$ cat src/rtl/eeg_dat_dec.sv
// eeg_dat_dec: decodes input-buffer byte packets into config writes/start pulses and packs data bytes into words
module eeg_dat_dec #(
    parameter int CHIP_DAT_DW = 8,
    parameter int WORD_BYTES  = 4,
    parameter int CFG_AW      = 4,
    parameter int CFG_DW      = 2 * CHIP_DAT_DW
) (
    input  logic                              clk,
    input  logic                              rst_n,
    input  logic                              ACC_DAT_VLD,
    input  logic                              ACC_DAT_LST,
    output logic                              ACC_DAT_RDY,
    input  logic [CHIP_DAT_DW-1:0]            ACC_DAT_DAT,
    input  logic                              ACC_DAT_CMD,
    output logic                              WRD_DAT_VLD,
    output logic                              WRD_DAT_LST,
    input  logic                              WRD_DAT_RDY,
    output logic [WORD_BYTES*CHIP_DAT_DW-1:0] WRD_DAT_DAT,
    output logic                              CFG_WEN,
    output logic [CFG_AW-1:0]                 CFG_ADR,
    output logic [CFG_DW-1:0]                 CFG_DAT,
    output logic                              CFG_STA,
    output logic                              DEC_ERR
);
    localparam int WW = WORD_BYTES * CHIP_DAT_DW;
    localparam int IW = $clog2(WORD_BYTES);

    typedef enum logic [2:0] {IDLE, CHI, CLO, DATA, SKIP} state_e;

    state_e                 state_q, state_d;
    logic [IW-1:0]          idx_q, idx_d;
    logic [WW-1:0]          acc_q, acc_d, fill;
    logic [WW-1:0]          wrd_dat_q, wrd_dat_d;
    logic                   wrd_vld_q, wrd_vld_d, wrd_lst_q, wrd_lst_d;
    logic                   cfg_wen_q, cfg_wen_d, cfg_sta_q, cfg_sta_d;
    logic [CFG_AW-1:0]      cfg_adr_q, cfg_adr_d, adr_q, adr_d;
    logic [CFG_DW-1:0]      cfg_dat_q, cfg_dat_d;
    logic [CHIP_DAT_DW-1:0] hi_q, hi_d;
    logic                   err_q, err_d;
    logic                   xfer, is_dat;
    logic [3:0]             op;

    // A full, undrained output word freezes intake in every state
    assign ACC_DAT_RDY = !(wrd_vld_q && !WRD_DAT_RDY);
    assign xfer        = ACC_DAT_VLD && ACC_DAT_RDY;
    assign is_dat      = (state_q == IDLE && !ACC_DAT_CMD) || state_q == DATA;
    assign op          = ACC_DAT_DAT[CHIP_DAT_DW-1 -: 4];

    always_comb begin
        state_d   = state_q;
        idx_d     = idx_q;
        acc_d     = acc_q;
        wrd_dat_d = wrd_dat_q;
        wrd_lst_d = wrd_lst_q;
        wrd_vld_d = wrd_vld_q && !WRD_DAT_RDY;
        cfg_wen_d = 1'b0;
        cfg_sta_d = 1'b0;
        cfg_adr_d = cfg_adr_q;
        cfg_dat_d = cfg_dat_q;
        adr_d     = adr_q;
        hi_d      = hi_q;
        err_d     = err_q;
        fill      = acc_q;
        fill[idx_q*CHIP_DAT_DW +: CHIP_DAT_DW] = ACC_DAT_DAT;
        if (xfer && is_dat) begin
            if (ACC_DAT_LST || idx_q == IW'(WORD_BYTES - 1)) begin
                wrd_dat_d = fill;
                wrd_lst_d = ACC_DAT_LST;
                wrd_vld_d = 1'b1;
                acc_d     = '0;
                idx_d     = '0;
            end else begin
                acc_d = fill;
                idx_d = idx_q + 1'b1;
            end
            state_d = ACC_DAT_LST ? IDLE : DATA;
        end else if (xfer) begin
            case (state_q)
                IDLE: begin
                    if (op == 4'd1 && !ACC_DAT_LST) begin
                        state_d = CHI;
                        adr_d   = ACC_DAT_DAT[CFG_AW-1:0];
                    end else if (op == 4'd2 && ACC_DAT_LST) begin
                        cfg_sta_d = 1'b1;
                    end else begin
                        err_d   = 1'b1;
                        state_d = ACC_DAT_LST ? IDLE : SKIP;
                    end
                end
                CHI: begin
                    hi_d    = ACC_DAT_DAT;
                    err_d   = err_q || ACC_DAT_LST;
                    state_d = ACC_DAT_LST ? IDLE : CLO;
                end
                CLO: begin
                    if (ACC_DAT_LST) begin
                        cfg_wen_d = 1'b1;
                        cfg_adr_d = adr_q;
                        cfg_dat_d = {hi_q, ACC_DAT_DAT};
                        state_d   = IDLE;
                    end else begin
                        err_d   = 1'b1;
                        state_d = SKIP;
                    end
                end
                SKIP:    state_d = ACC_DAT_LST ? IDLE : SKIP;
                default: state_d = IDLE;
            endcase
        end
    end

    always_ff @(posedge clk or negedge rst_n) begin
        if (!rst_n) begin
            state_q   <= IDLE;
            idx_q     <= '0;
            acc_q     <= '0;
            wrd_dat_q <= '0;
            wrd_vld_q <= 1'b0;
            wrd_lst_q <= 1'b0;
            cfg_wen_q <= 1'b0;
            cfg_sta_q <= 1'b0;
            cfg_adr_q <= '0;
            cfg_dat_q <= '0;
            adr_q     <= '0;
            hi_q      <= '0;
            err_q     <= 1'b0;
        end else begin
            state_q   <= state_d;
            idx_q     <= idx_d;
            acc_q     <= acc_d;
            wrd_dat_q <= wrd_dat_d;
            wrd_vld_q <= wrd_vld_d;
            wrd_lst_q <= wrd_lst_d;
            cfg_wen_q <= cfg_wen_d;
            cfg_sta_q <= cfg_sta_d;
            cfg_adr_q <= cfg_adr_d;
            cfg_dat_q <= cfg_dat_d;
            adr_q     <= adr_d;
            hi_q      <= hi_d;
            err_q     <= err_d;
        end
    end

    assign WRD_DAT_VLD = wrd_vld_q;
    assign WRD_DAT_LST = wrd_lst_q;
    assign WRD_DAT_DAT = wrd_dat_q;
    assign CFG_WEN     = cfg_wen_q;
    assign CFG_STA     = cfg_sta_q;
    assign CFG_ADR     = cfg_adr_q;
    assign CFG_DAT     = cfg_dat_q;
    assign DEC_ERR     = err_q;
endmodule

$ cat config.mk
export PLATFORM = sky130hd
export DESIGN_NAME = eeg_dat_dec
export DESIGN_NICKNAME = d
export VERILOG_FILES = /design/src/rtl/eeg_dat_dec.sv
export SDC_FILE = /design/constraint.sdc
export NUM_CORES = 1
export LEC_CHECK = 0
export CAP_MARGIN = 0
export CORE_UTILIZATION = 57
export DETAILED_ROUTE_END_ITERATION = 8
export DONT_BUFFER_PORTS = 1
export PLACE_DENSITY = 0.69
export SKIP_LAST_GASP = 1
export SLEW_MARGIN = 20
export SYNTH_ARGS = -nofsm -noshare
export SYNTH_HDL_FRONTEND = slang
export SYNTH_SLANG_ARGS = --single-unit
$ cat constraint.sdc
create_clock -name clk -period 2.7 [get_ports clk]
set_input_delay 0.81 -clock clk [delete_from_list [all_inputs] [get_ports clk]]
set_output_delay 0.81 -clock clk [all_outputs]
set_load 0.03 [all_outputs]
==> results of run 1 <==
-- kinds of logic (layout without fill, tap and decap cells) --
group,after synthesis,after routing,synth area share
multiplexers,39,39,0.0977
flip-flops,106,106,0.570
buffers and inverters,39,27,0.0433
AND/OR/NAND/NOR,65,65,0.0885
AO/OA/AOI/OAI,133,133,0.184
adder cells (fa/ha/maj),6,6,0.0161
-- worst max-delay path, cell delays in order (launching register included) --
cell and delay (ps):
dfrtp_1 520, inv_1 140, ha_1 380, nor2b_1 270, and3b_1 380, and3_1 380
a22o_1 180
-- cell usage in the layout, fill, tap and decap left out, types with 2 or more instances in the layout --
cell type,instances
clkinv_4,2
dfrtp_1,106
mux2_4,4
inv_1,5
mux2_2,32
and3_1,6
a21oi_1,23
a31oi_1,2
nor2b_1,27
o21ai_0,55
inv_8,2
nand2_1,12
buf_4,5
ha_1,6
clkbuf_8,9
nor4bb_1,2
a22o_1,40
mux2_1,3
o21ai_1,4
clkinv_8,2
nor2_1,6
-- sequential cells by signal (all words and copies together) (netlist names) --
signal,cells
hi_q,8
state_q,3
adr_q,4
acc_q,32
WRD_DAT_DAT,32
CFG_ADR,4
WRD_DAT_LST,1
DEC_ERR,1
CFG_WEN,1
idx_q,2
CFG_STA,1
WRD_DAT_VLD,1
CFG_DAT,16
-- path summary, 6_finish.rpt --
path                               end  slack [ps]  depth (start not counted)
min reg2reg                   adr_q[3]         510                          1
max reg2reg                  acc_q[29]         400                          6
min in group clk              adr_q[3]         510                          1
min                        CFG_DAT[12]         110                          0
max in group asynchronous      DEC_ERR        2450                          0
max                          acc_q[29]         400                          6
-- layout make-up --
class / count / area [µm²]
Clock inverter: 7 / 81.3
Sequential cell: 106 / 2650
Timing Repair Buffer: 6 / 57.6
Clock buffer: 9 / 124
Fill cell: 640 / 2920
Tap cell: 102 / 128
Inverter: 5 / 18.8
Multi-Input combinational cell: 243 / 1820
-- stage by stage --
step	hold WS, ps	power [mW]	area [µm²]
after floorplan	442	3.06	4650
after global placement	462	3.22	4670
after detailed placement	478	3.26	4670
after CTS	96.0	4.23	4870
after global routing	85.3	4.44	4880
final	109	4.22	4880
-- power groups by stage --
stage	clock (mW)	combinational, mW	sequential, mW
2_1_floorplan	0	0.677	2.38
3_3_place_gp	0	0.773	2.45
3_5_place_dp	0	0.799	2.46
4_1_cts	0.999	0.802	2.43
5_1_grt	1.06	0.911	2.47
6_report	0.982	0.805	2.43
-- layer usage --
metal / up-vias / part of all wire / track usage / wire length, µm
met5: - / 0 / 0 / 0
met4: 0 / 0.013 / 0.0820 / 128
met3: 9 / 0.044 / 0.0558 / 434
met2: 63 / 0.48 / 0.388 / 4730
met1: 1516 / 0.46 / 0.356 / 4510
li1: 1364 / - / - / -
==> impl_metrics.py, run 1 <==
metrics = {
    "outcome": {
        "status": "complete, no violations",
    },
    "synth": {
        "synth-seq-cells": 106,
        "ys_types": 41,
        "synth-main-ff-cell": "dfrtp_1",
        "post_synth.cell_area_avg_um2": 12.0,
        "yosysTopAreaCellShare": 0.570,
        "ys_top_cells_by_count": "106 x dfrtp_1, 55 x o21ai_0, 40 x a22o_1",
        "syn_area_um2": 4650,
        "yosysMostFrequentCell": "dfrtp_1",
        "synth-edff-count": 0,
        "async_flop_share": 1.00,
        "yosysSeqAreaShare": 0.570,
        "syn_nets": 408,
        "synth_area_leaders": "dfrtp_1 57%, mux2_2 7.7%, a22o_1 7.5%",
        "synth_area_leader_cell": "dfrtp_1",
        "yosys_warnings": 0,
        "syn_inst": 388,
    },
    "timing": {
        "fin_worst_skew_ps": 12.9,
        "finalSetupViolations": 0,
        "worst_pin_slew_ps": 732,
        "period_share": 0.853,
        "hold_viol_final": 0,
        "min_period_ps": 2300,
        "tns_ps": 0,
        "slew_viol_final": 0,
        "fmax_mhz": 434,
        "grt_setup_unrepaired": "no",
        "fin_ws_ps": 397,
        "slew_headroom": 0.512,
    },
    "flow_run": {
        "maxCapViolCount": 0,
    },
    "clock_tree": {
        "hold_buffers": 0,
        "cts_setup_buffers": 0,
        "cts_made_buffers": 9,
        "clkTransAtPathRegs_ps": 120,
        "tritoncts": "built",
        "cts_root_buffer": "clkbuf_8",
        "cts.sinks": 106,
        "worstSkewPairLatency_ps": 380,
        "htreeDepth": 3,
        "cts_buffer_depth": 2,
        "ctsResizeCount": 0,
    },
    "global_routing": {
        "grtUsageTotal": 0.252,
        "antenna_found_initial": 0,
        "grt_pass1_vias": 3089,
        "grt_pass1_wl_mm": 16.2,
        "grt_max_degree": 107,
        "overflow": 0,
    },
    "placed_design": {
        "dp_cells": 462,
        "io_buffers": 0,
        "post-place-ws_ps": 316,
        "gp_congestion": 0.812,
        "hpwl_mm": 6.24,
    },
    "pwr": {
        "power.density_nw_per_um2": 863,
        "seqPwrFrac": 0.576,
        "switching_power_mw": 1.58,
        "combPwrFrac": 0.191,
        "p_sw_frac": 0.375,
        "peakVddDrop_uv": 526,
        "p_int_mw": 2.63,
        "p_leak_nw": 2.26,
        "pwr-share-clk": 0.233,
    },
    "floorplanning": {
        "die-width_um": 92.3,
        "initial_core_util": 0.596,
        "rows": 32,
        "dieHeight_um": 92.3,
        "core_um2": 7810,
        "ios": 72,
        "dieArea_um2": 8520,
    },
    "worst_setup_path": {
        "worst_setup_path_end_kind": "flip-flop",
        "startpoint": "idx_q[0]",
        "rr_startpoint": "idx_q[0]",
        "worstPathArrival_ps": 2610,
        "critPathRequiredTime_ps": 3010,
        "path_max_fanout": 12,
        "criticalPathCategory": "flip-flop to flip-flop",
        "critPathLaunchType": "flip-flop",
    },
    "routing": {
        "vias": 2952,
        "first_iter_violations": 183,
        "drt-vias-per-instance": 6.18,
        "drtAntennaViolNets": 0,
        "drc": 0,
        "firstDrtPassIters": 4,
        "drt-total-wl_mm": 9.80,
        "wl_per_cell_um": 20.5,
    },
    "finish": {
        "utilization": 0.626,
        "drive_gt1_frac": 0.181,
        "layoutNonFillerInstCount": 478,
        "nets": 391,
        "area_growth_pct": 5.03,
        "diodes": 0,
    },
    "min_path": {
        "min_path_type": "primary input to asynchronous set/reset pin",
    },
}
Power figures use the tool's default switching activity.
==> run 2: changes to the inputs <==
CORE_UTILIZATION = 45   (was 57)
GPL_TIMING_DRIVEN = 0   (was not set)
PLACE_DENSITY = 0.57   (was 0.69)
RECOVER_POWER = 25   (was not set)
==> run 2 against run 1 <==
Clock power is 8% higher. Largest power group unchanged. Die area is 26% higher. Global-route usage fell by 4.3 points. Critical path type unchanged. First-iteration DRC count decreased by 13%. Cell count rose by 12%. Setup slack got worse by 13 ps. Cell area rose by 2.9%. Via count is 5.5% higher. Sequential power about the same.
==> impl_metrics.py, run 2 (synthesis results as in run 1) <==
metrics = {
    "global_routing": {
        "overflow": 0,
        "grt_pass1_vias": 3067,
        "grt_max_degree": 107,
        "antenna_found_initial": 0,
        "grtUsageTotal": 0.208,
        "grt_pass1_wl_mm": 17.2,
    },
    "pwr": {
        "p_sw_frac": 0.357,
        "power.density_nw_per_um2": 863,
        "p_leak_nw": 2.32,
        "seqPwrFrac": 0.557,
        "switching_power_mw": 1.55,
        "p_int_mw": 2.79,
        "pwr-share-clk": 0.244,
        "combPwrFrac": 0.199,
        "peakVddDrop_uv": 471,
    },
    "floorplanning": {
        "rows": 36,
        "dieArea_um2": 10700,
        "initial_core_util": 0.469,
        "die-width_um": 104,
        "core_um2": 9910,
        "ios": 72,
        "dieHeight_um": 104,
    },
    "worst_setup_path": {
        "critPathTopFamily": "buffers and inverters",
        "path_buf_inv": 3,
        "cp_common_cell": "and3_1",
        "path_max_fanout": 9,
        "critPathRequiredTime_ps": 3010,
        "worst_setup_path_end_kind": "flip-flop",
        "critPathLaunchType": "flip-flop",
        "crit_slowest_cell": "dfrtp_1",
        "reg2reg_slack_ps": 380,
        "criticalPathCategory": "flip-flop to flip-flop",
        "slowest_delay_ps": 510,
        "cp_cell_sequence": "inv_1 > ha_1 > nor2b_1 > and3_1 > clkbuf_1 > and3_1 > buf_6 > a22o_1",
        "worstPathArrival_ps": 2630,
    },
    "timing": {
        "worst_pin_slew_ps": 744,
        "min_period_ps": 2320,
        "finalSetupViolations": 0,
        "grt_setup_unrepaired": "no",
        "slew_headroom": 0.504,
        "tns_ps": 0,
        "slew_viol_final": 0,
        "fmax_mhz": 432,
        "period_share": 0.858,
        "fin_worst_skew_ps": 8.21,
        "hold_viol_final": 0,
        "hold_ws_ps": 119,
    },
    "placed_design": {
        "gp_congestion": 0.781,
        "io_buffers": 0,
        "dp_cells": 521,
        "hpwl_mm": 6.74,
    },
    "routing": {
        "vias": 3114,
        "firstDrtPassIters": 4,
        "drt-total-wl_mm": 10.5,
        "first_iter_violations": 159,
        "drt-vias-per-instance": 5.80,
        "wl_per_cell_um": 19.5,
        "drtAntennaViolNets": 0,
        "drc": 0,
    },
    "clock_tree": {
        "cts_root_buffer": "clkbuf_8",
        "clkTransAtPathRegs_ps": 100,
        "tritoncts": "built",
        "cts.sinks": 106,
        "htreeDepth": 3,
        "ctsResizeCount": 0,
        "cts_buffer_depth": 2,
        "worstSkewPairLatency_ps": 370,
        "cts_made_buffers": 9,
        "cts_setup_buffers": 0,
        "hold_buffers": 0,
    },
    "finish": {
        "layoutNonFillerInstCount": 537,
        "final_cell_mix": "106 x dfrtp_1, 55 x o21ai_0, 40 x a22o_1",
        "diodes": 0,
        "nets": 419,
        "area_growth_pct": 8.10,
        "final_common_cell": "dfrtp_1",
        "drive_gt1_frac": 0.181,
    },
    "flow_run": {
        "maxCapViolCount": 0,
    },
    "outcome": {
        "status": "complete, no violations",
    },
    "min_path": {
        "min_path_type": "primary input to asynchronous set/reset pin",
    },
}
[run 2: through the flow]
stage / cell area (µm²) / setup WS (ps) / util / power (mW)
after floorplan: 4650 / 490 / - / 3.06
after global placement: 4820 / 286 / 0.486 / 3.29
after detailed placement: 4820 / 257 / 0.486 / 3.32
after CTS: 5030 / 396 / 0.507 / 4.38
after global routing: 5030 / 221 / 0.507 / 4.56
final: 5030 / 383 / 0.507 / 4.34
[run 2: routing by layer]
layer | routed length (µm) | GRT usage | part of all wire
met5 | 0 | 0 | 0
met4 | 256 | 0.0908 | 0.024
met3 | 599 | 0.0466 | 0.057
met2 | 4470 | 0.290 | 0.43
met1 | 5150 | 0.310 | 0.49
[run 2: cell type report]
class	count	area [µm²]
buffer	34	183
clock buffer	11	131
clock inverter	5	78.8
fill	899	4880
inverter	5	18.8
multi-input combinational	243	1800
sequential	106	2650
tap	133	166
[run 2: power by group through the flow]
stage | clock network [mW] | registers [mW] | logic [mW]
6_report | 1.06 | 2.42 | 0.863
2_1_floorplan | 0 | 2.38 | 0.677
3_3_place_gp | 0 | 2.45 | 0.841
4_1_cts | 1.10 | 2.42 | 0.865
3_5_place_dp | 0 | 2.46 | 0.861
5_1_grt | 1.15 | 2.46 | 0.953
[run 2: final timing paths]
path                       startpoint          end  cells after the start
max                          idx_q[0]    acc_q[22]                      8
max in group asynchronous       rst_n  WRD_DAT_LST                      0
min                             rst_n    acc_q[28]                      0
min in group clk            acc_q[10]    acc_q[10]                      2
min reg2reg                 acc_q[10]    acc_q[10]                      2
max reg2reg                  idx_q[0]    acc_q[22]                      8
